<file path="src/rtl/fim_ram_fifo_ctrl_pkg.sv">
// fim_ram_fifo_ctrl_pkg
// Shared definitions for the RAM-backed FIFO controller and its output buffer.
//   buf_depth()   : output buffer entries needed for a given RAM read latency
//   obuf_entry_t  : buffer entry layout {perr, data} at the default data width
package fim_ram_fifo_ctrl_pkg;

  localparam int DEFAULT_WIDTH = 32;

  // The output buffer holds one entry per possible in-flight read plus two,
  // so a steady stream never runs out of read credit.
  function automatic int buf_depth(input int rd_latency);
    return rd_latency + 2;
  endfunction

  typedef struct packed {
    logic                     perr;
    logic [DEFAULT_WIDTH-1:0] data;
  } obuf_entry_t;

endpackage

</file>
<file path="src/rtl/fim_ram_fifo_obuf.sv">
// fim_ram_fifo_obuf
// Small register FIFO that captures RAM read returns until the consumer pops.
// Ports:
//   clk, rst    : clock, synchronous active-high reset
//   push        : write push_entry at the tail
//   push_entry  : entry to write
//   pop         : remove the head entry (ignored when empty)
//   head        : current head entry (stale contents when empty)
//   occ         : number of stored entries
module fim_ram_fifo_obuf
  import fim_ram_fifo_ctrl_pkg::*;
#(
  parameter int  ENTRIES = 4,
  parameter type entry_t = obuf_entry_t,
  localparam int IDX_W   = (ENTRIES > 1) ? $clog2(ENTRIES) : 1,
  localparam int CNT_W   = $clog2(ENTRIES + 1)
) (
  input  logic             clk,
  input  logic             rst,
  input  logic             push,
  input  entry_t           push_entry,
  input  logic             pop,
  output entry_t           head,
  output logic [CNT_W-1:0] occ
);

  entry_t           mem [ENTRIES];
  logic [IDX_W-1:0] wr_idx;
  logic [IDX_W-1:0] rd_idx;
  logic             do_pop;

  // Entry count need not be a power of two, so indices wrap explicitly.
  function automatic logic [IDX_W-1:0] next_idx(input logic [IDX_W-1:0] idx);
    return (idx == IDX_W'(ENTRIES - 1)) ? '0 : idx + IDX_W'(1);
  endfunction

  assign do_pop = pop && (occ != '0);
  assign head   = mem[rd_idx];

  always_ff @(posedge clk) begin
    if (rst) begin
      wr_idx <= '0;
      rd_idx <= '0;
      occ    <= '0;
    end else begin
      if (push) wr_idx <= next_idx(wr_idx);
      if (do_pop) rd_idx <= next_idx(rd_idx);
      occ <= occ + CNT_W'(push) - CNT_W'(do_pop);
    end
  end

  // Storage carries no reset; only the indices define what is valid.
  always_ff @(posedge clk) begin
    if (push && !rst) mem[wr_idx] <= push_entry;
  end

  overflow_a: assert property (@(posedge clk) disable iff (rst)
    !(push && !do_pop && (occ == CNT_W'(ENTRIES))));

endmodule

</file>
<file path="src/rtl/fim_ram_fifo_ctrl.sv">
// fim_ram_fifo_ctrl
// Streaming FIFO controller in front of a 1R1W simple dual-port RAM. Owns the
// RAM pointers and occupancy, spaces reads for the RAM write-to-read and read
// latencies, and buffers returned words (with parity flag) for the consumer.
// Ports:
//   clk, rst                         : clock, synchronous active-high reset
//   in_valid/in_ready/in_data        : producer stream
//   out_valid/out_ready/out_data     : consumer stream
//   out_perr                         : parity error flag of the head word
//   perr_sticky                      : any captured parity error since reset
//   occupancy                        : words accepted and not yet popped
//   ram_we/ram_waddr/ram_din         : RAM write port
//   ram_re/ram_raddr                 : RAM read port
//   ram_dout/ram_perr                : RAM read return, RD_LATENCY after ram_re
module fim_ram_fifo_ctrl
  import fim_ram_fifo_ctrl_pkg::*;
#(
  parameter int DEPTH         = 5,
  parameter int WIDTH         = 32,
  parameter int RD_LATENCY    = 2,
  parameter int WR2RD_LATENCY = 2
) (
  input  logic               clk,
  input  logic               rst,
  input  logic               in_valid,
  output logic               in_ready,
  input  logic [WIDTH-1:0]   in_data,
  output logic               out_valid,
  input  logic               out_ready,
  output logic [WIDTH-1:0]   out_data,
  output logic               out_perr,
  output logic               perr_sticky,
  output logic [DEPTH+1:0]   occupancy,
  output logic               ram_we,
  output logic [DEPTH-1:0]   ram_waddr,
  output logic [WIDTH-1:0]   ram_din,
  output logic               ram_re,
  output logic [DEPTH-1:0]   ram_raddr,
  input  logic [WIDTH-1:0]   ram_dout,
  input  logic               ram_perr
);

  localparam int BUF_DEPTH = buf_depth(RD_LATENCY);
  localparam int CNT_W     = $clog2(BUF_DEPTH + 1);
  localparam int RAM_WORDS = 2 ** DEPTH;

  // Same layout as obuf_entry_t, sized to this instance's data width.
  typedef struct packed {
    logic             perr;
    logic [WIDTH-1:0] data;
  } entry_t;

  logic [DEPTH-1:0]         wptr;
  logic [DEPTH-1:0]         rptr;
  logic [DEPTH:0]           ram_occ;
  logic [DEPTH:0]           rd_avail_q;
  logic [DEPTH:0]           rd_avail;
  logic [WR2RD_LATENCY-1:0] wr_pipe;
  logic                     push;
  logic                     pop;
  logic                     mature;
  logic                     credit_ok;
  logic                     issue;
  logic                     ret;
  logic [CNT_W-1:0]         buf_occ;
  logic [CNT_W-1:0]         inflight;
  entry_t                   ret_entry;
  entry_t                   head;

  // A RAM slot stays owned until its read data comes back, so a write can
  // never land on an address whose read is still in flight.
  assign in_ready  = !rst && (ram_occ < (DEPTH+1)'(RAM_WORDS));
  assign push      = in_valid && in_ready;
  assign ram_we    = push;
  assign ram_waddr = wptr;
  assign ram_din   = in_data;

  // The word leaving the write-delay line is readable in this same cycle.
  assign mature   = wr_pipe[WR2RD_LATENCY-1];
  assign rd_avail = rd_avail_q + (DEPTH+1)'(mature);

  // Credit counts buffer slots not yet spoken for by stored or in-flight words.
  assign credit_ok = (int'(buf_occ) + int'(inflight)) < BUF_DEPTH;
  assign issue     = !rst && (rd_avail != '0) && credit_ok;
  assign ram_re    = issue;
  assign ram_raddr = rptr;

  generate
    if (RD_LATENCY == 0) begin : g_rd_comb
      assign ret      = issue;
      assign inflight = '0;
    end else begin : g_rd_pipe
      logic [RD_LATENCY-1:0] rd_pipe;

      // Read-valid shift register: the top bit marks this cycle's return.
      always_ff @(posedge clk) begin
        if (rst) begin
          rd_pipe <= '0;
        end else begin
          rd_pipe[0] <= issue;
          for (int i = 1; i < RD_LATENCY; i++) rd_pipe[i] <= rd_pipe[i-1];
        end
      end

      assign ret = rd_pipe[RD_LATENCY-1];

      always_comb begin
        inflight = '0;
        for (int i = 0; i < RD_LATENCY; i++) inflight = inflight + CNT_W'(rd_pipe[i]);
      end
    end
  endgenerate

  assign ret_entry = '{perr: ram_perr, data: ram_dout};

  fim_ram_fifo_obuf #(
    .ENTRIES (BUF_DEPTH),
    .entry_t (entry_t)
  ) u_obuf (
    .clk        (clk),
    .rst        (rst),
    .push       (ret),
    .push_entry (ret_entry),
    .pop        (pop),
    .head       (head),
    .occ        (buf_occ)
  );

  assign out_valid = (buf_occ != '0);
  assign pop       = out_valid && out_ready;
  assign out_data  = out_valid ? head.data : '0;
  assign out_perr  = out_valid && head.perr;

  always_ff @(posedge clk) begin
    if (rst) begin
      wptr        <= '0;
      rptr        <= '0;
      ram_occ     <= '0;
      rd_avail_q  <= '0;
      wr_pipe     <= '0;
      occupancy   <= '0;
      perr_sticky <= 1'b0;
    end else begin
      if (push) wptr <= wptr + DEPTH'(1);
      if (issue) rptr <= rptr + DEPTH'(1);
      ram_occ    <= ram_occ + (DEPTH+1)'(push) - (DEPTH+1)'(ret);
      rd_avail_q <= rd_avail - (DEPTH+1)'(issue);
      wr_pipe[0] <= push;
      for (int i = 1; i < WR2RD_LATENCY; i++) wr_pipe[i] <= wr_pipe[i-1];
      occupancy  <= occupancy + (DEPTH+2)'(push) - (DEPTH+2)'(pop);
      if (ret && ram_perr) perr_sticky <= 1'b1;
    end
  end

  push_a: assert property (@(posedge clk) disable iff (rst)
    ram_we |-> (ram_occ < (DEPTH+1)'(RAM_WORDS)));

  issue_a: assert property (@(posedge clk) disable iff (rst)
    ram_re |-> (rd_avail != '0));

endmodule

</file>
<file path="config.mk">
export PLATFORM = sky130hd
export DESIGN_NAME = fim_ram_fifo_ctrl
export DESIGN_NICKNAME = d
export VERILOG_FILES = /design/src/rtl/fim_ram_fifo_ctrl_pkg.sv /design/src/rtl/fim_ram_fifo_obuf.sv /design/src/rtl/fim_ram_fifo_ctrl.sv
export SDC_FILE = /design/constraint.sdc
export NUM_CORES = 1
export LEC_CHECK = 0
export ABC_AREA = 1
export BUFFER_PORTS_ARGS = -buffer_cell sky130_fd_sc_hd__buf_2
export CAP_MARGIN = 20
export CORE_UTILIZATION = 50
export CTS_CLUSTER_DIAMETER = 40
export DETAILED_ROUTE_END_ITERATION = 8
export PLACE_DENSITY = 0.81
export SETUP_SLACK_MARGIN = 0.1
export SLEW_MARGIN = 0
export SYNTH_ARGS = -nofsm -noshare
export SYNTH_HDL_FRONTEND = slang
export SYNTH_SLANG_ARGS = --single-unit
</file>
<file path="constraint.sdc">
create_clock -name clk -period 2.65 [get_ports clk]
set_input_delay 0.265 -clock clk [delete_from_list [all_inputs] [get_ports clk]]
set_output_delay 0.265 -clock clk [all_outputs]
set_load 0.05 [all_outputs]
</file>
==> impl_metrics.tcl <==
set metrics [dict create \
    synth-warning-count 0 \
    timing.reg2reg.setup_slack_ns 0.25 \
    ctsHtreeMaxLevel 4 \
    required_ns 2.38 \
    synth-seq-cells 175 \
    core_area_um2 14700 \
    finalHoldViolCount 0 \
    post-synth-top-area-cell "sky130_fd_sc_hd__edfxtp_1" \
    outcome "finished with violations" \
    cts_tree "built" \
    wirelength_met1_mm 6.451 \
    post_route_cells_drive_above_1_share 0.2140 \
    critical_path.endpoint_type "output port" \
    cp_data_arrival_time_ns 2.13 \
    topRoutingLayerUsed "met4" \
    worst_r2r_startpoint "rd_avail_q[0]$_SDFF_PP0_" \
    relative_max_transition_margin 0.5716 \
    holdPathStages 1 \
    maxClockFrequency_mhz 416.7 \
    routed_wirelength_mm 15.27 \
    ctsRootBufferMaster "sky130_fd_sc_hd__clkbuf_16" \
    clkTransAtPathRegs_ns 0.06 \
    setup-violations-final 0 \
    max_cap_violations 0 \
    p_leak_nw 3.481 \
    clock_latency_ns 0.42 \
    final.setup.worst_slack_ns 0.2502 \
    met3_length_um 787 \
    register_area_um2 4827 \
    yosys.area.top_type_share 0.5187 \
    post_synth_instance_area_um2 7641 \
    drtIter0Drc 352 \
    floorplan.rows 44 \
    final_period_minus_worst_setup_slack_ns 2.400 \
    fillers 1140 \
    worst-slew-pin-transition_ns 0.6419 \
    clockBufferDepth 2 \
    final_nets 887 \
    slew_viol_final 0 \
    grt_start_max_net_pins 67 \
    ys_dominant_reg_cell "sky130_fd_sc_hd__edfxtp_1" \
    async_s_r_ff_share_synth 0 \
    clock-skew-final_ns 0.007646 \
    io_buffer_count 91 \
    power-per-cell-area_nw_per_um2 1206 \
    worst_ir_drop_vdd_mv 0.6751 \
    die_height_um 125.6 \
    place.gp.congestion 0.8172 \
    hpwl_mm 9.327 \
    violations_in_the_final_reports "DRC" \
    grt_pass1_wl_mm 24.47 \
    met2_length_mm 7.705 \
    netlist_instances 721 \
    number_of_ports_placed_on_the_die_boundary 156 \
    cts.sink_count 175 \
    ys_top_cells_by_area "sky130_fd_sc_hd__edfxtp_1 52%, sky130_fd_sc_hd__dfxtp_1 11%, sky130_fd_sc_hd__nor2_1 8.2%" \
    die_width_um 125.6 \
    antenna_left 0 \
    path_max_fanout 6 \
    synth_edf_count 132 \
    worstSetupStartpointType "register" \
    wl_per_cell_um 15.52 \
    worstHoldEndpoint "u_obuf.mem[3][15]$_DFFE_PP_" \
    synth_sequential_area_ratio 0.6314 \
    post-route-period-util 0.9056 \
    area.growth.synth_to_final_pct 15.36 \
    design.die.area_um2 15780 \
    gr-usage-all-layers 0.2027 \
    min-delay-start "ram_dout[15]" \
    worst_min_path_class "in -> reg" \
    multi_input_comb_area_um2 2287 \
    antenna_found_initial 1 \
    timing_worst_setup_path_type "reg -> out" \
    grt_pass1_vias 5065 \
    grt_overflow 0 \
    drt_drc_violations_left 19 \
    grt_setup_unrepaired "false" \
    tritoncts.num_buffers 17 \
    synth.net_count 821 \
    vias 5185 \
    drt_pre_antenna_iters 7 \
    detailedPlace.worstSlack_ns 0.2229 \
    detail_route.vias_per_cell 5.269 \
    timing.setup.tns_ns 0 \
    worst_r2r_endpoint "rd_avail_q[4]$_SDFF_PP0_" \
    r2r.worst_path.cells 15 \
    syn-mean-instance-area_um2 10.60 \
    yosysUniqueCellTypes 35 \
    initial_utilization 0.5198 \
]
## area by class of cell
type | count | share of cell area
Tap cell | 184 | 0.02612
Clock buffer | 19 | 0.04911
Clock inverter | 12 | 0.01831
Antenna cell | 1 | 0.0002839
Inverter | 63 | 0.02725
Multi-Input combinational cell | 423 | 0.2595
Timing Repair Buffer | 107 | 0.07182
Sequential cell | 175 | 0.5476
## logic make-up (layout without fill, tap and decap cells)
kind of cell             after synthesis  in the layout  synth area share
AND/OR/NAND/NOR                      241            241            0.1328
flip-flops                           175            175            0.6314
AO/OA/AOI/OAI                        147            147           0.09907
buffers and inverters                123            201           0.07745
adder cells (fa/ha/maj)               31             31           0.05371
XOR/XNOR                               4              4          0.005569
other                                  0              1                 0
## layout by cell type (no fill, tap or decap), drive strengths merged
cell type  count
nor2         171
edfxtp       132
buf          107
o21ai         80
inv           63
a21oi         61
dfxtp         43
nand2         43
ha            28
clkbuf        19
nand3         14
clkinv         7
nand4          6
xor2           4
bufinv         3
or2            3
fa             3
clkinvlp       2
o211ai         2
nor3           2
diode          1
a31oi          1
nor3b          1
or3            1
o211a          1
a211oi         1
a31o           1
## flip-flops by register name, summed over array words and instances (netlist names), named ones only
signal	cells
u_obuf.rd_idx	2
occupancy	7
g_rd_pipe.rd_pipe	2
u_obuf.wr_idx	2
u_obuf.occ	3
ram_waddr	5
perr_sticky	1
ram_occ	6
u_obuf.mem	132
ram_raddr	5
wr_pipe	2
rd_avail_q	6
## repair_timing
| item | CTS | global route |
|---|---|---|
| hold buffers | 0 | 0 |
| hold endpoints to repair | 0 | 0 |
| setup buffers | 0 | 2 |
| resized for setup | 0 | 2 |
| endpoints found under the setup margin | 0 | 3 |
## synth_stat cells, types with 2 or more instances
cell                         n
sky130_fd_sc_hd__or2_2       3
sky130_fd_sc_hd__edfxtp_1  132
sky130_fd_sc_hd__inv_2       4
sky130_fd_sc_hd__ha_1       28
sky130_fd_sc_hd__nor2_1    167
sky130_fd_sc_hd__a21oi_1    60
sky130_fd_sc_hd__nand2_4     2
sky130_fd_sc_hd__nand3_1    13
sky130_fd_sc_hd__nor2_4      2
sky130_fd_sc_hd__o211ai_1    2
sky130_fd_sc_hd__clkbuf_1   15
sky130_fd_sc_hd__inv_1      58
sky130_fd_sc_hd__dfxtp_1    43
sky130_fd_sc_hd__nand4_1     6
sky130_fd_sc_hd__buf_4      32
sky130_fd_sc_hd__buf_2       8
sky130_fd_sc_hd__buf_1       5
sky130_fd_sc_hd__fa_1        3
sky130_fd_sc_hd__nand2_2     4
sky130_fd_sc_hd__xor2_1      3
sky130_fd_sc_hd__nand2_1    37
sky130_fd_sc_hd__nor2_2      2
sky130_fd_sc_hd__o21ai_0    80
## through the flow
step | area [um^2] | total power, mW | util | hold WS [ns] | cells
global route | 8815 | 11.22 | 0.5997 | 0.04262 | 984
CTS | 8792 | 10.62 | 0.5981 | 0.03629 | 981
global placement | 8170 | 7.975 | 0.5558 | 0.3955 | 949
detailed placement | 8198 | 8.106 | 0.5577 | 0.4005 | 950
finish | 8815 | 10.63 | 0.5997 | 0.05426 | 984
floorplan | 7674 | 7.137 | - | 0.3639 | 721
## how the worst max path moves through the flow
stage | slack (ns) | from | endpoint
2_1_floorplan | 0.05 | u_obuf.occ[2]$_SDFF_PP0_ | occupancy[6]$_SDFF_PP0_
3_5_place_dp | 0.22 | rd_avail_q[0]$_SDFF_PP0_ | rd_avail_q[4]$_SDFF_PP0_
5_1_grt | 0.10 | rd_avail_q[0]$_SDFF_PP0_ | rd_avail_q[4]$_SDFF_PP0_
3_3_place_gp | 0.33 | rd_avail_q[0]$_SDFF_PP0_ | rd_avail_q[2]$_SDFF_PP0_
6_report | 0.25 | rd_avail_q[0]$_SDFF_PP0_ | ram_re
4_1_cts | 0.21 | rd_avail_q[0]$_SDFF_PP0_ | ram_re
## where the power goes
part | leakage [nW] | internal (mW) | switching, mW | total, mW
registers | 1.54 | 3.20 | 0.190 | 3.39
logic | 1.65 | 1.31 | 3.44 | 4.75
clock network | 0.287 | 1.49 | 1.01 | 2.50
total | 3.48 | 5.99 | 4.64 | 10.6
## critical path, cell delays in order, from the launching register on
cell and delay [ns]:
sky130_fd_sc_hd__dfxtp_1 0.33, sky130_fd_sc_hd__ha_1 0.22, sky130_fd_sc_hd__ha_2 0.30, sky130_fd_sc_hd__inv_1 0.08, sky130_fd_sc_hd__nand2_1 0.06, sky130_fd_sc_hd__nor2_2 0.10, sky130_fd_sc_hd__nand2_1 0.07, sky130_fd_sc_hd__nor2_2 0.12
sky130_fd_sc_hd__nand2_4 0.09, sky130_fd_sc_hd__nand2_4 0.09, sky130_fd_sc_hd__nor2_4 0.04, sky130_fd_sc_hd__buf_2 0.22
## routing by layer
metal	vias up	GRT usage
met5	-	0
met2	148	0.3441
met3	27	0.05268
li1	2542	-
met4	0	0.09110
met1	2468	0.2430
No activity file was read; power rests on OpenSTA's default activity.
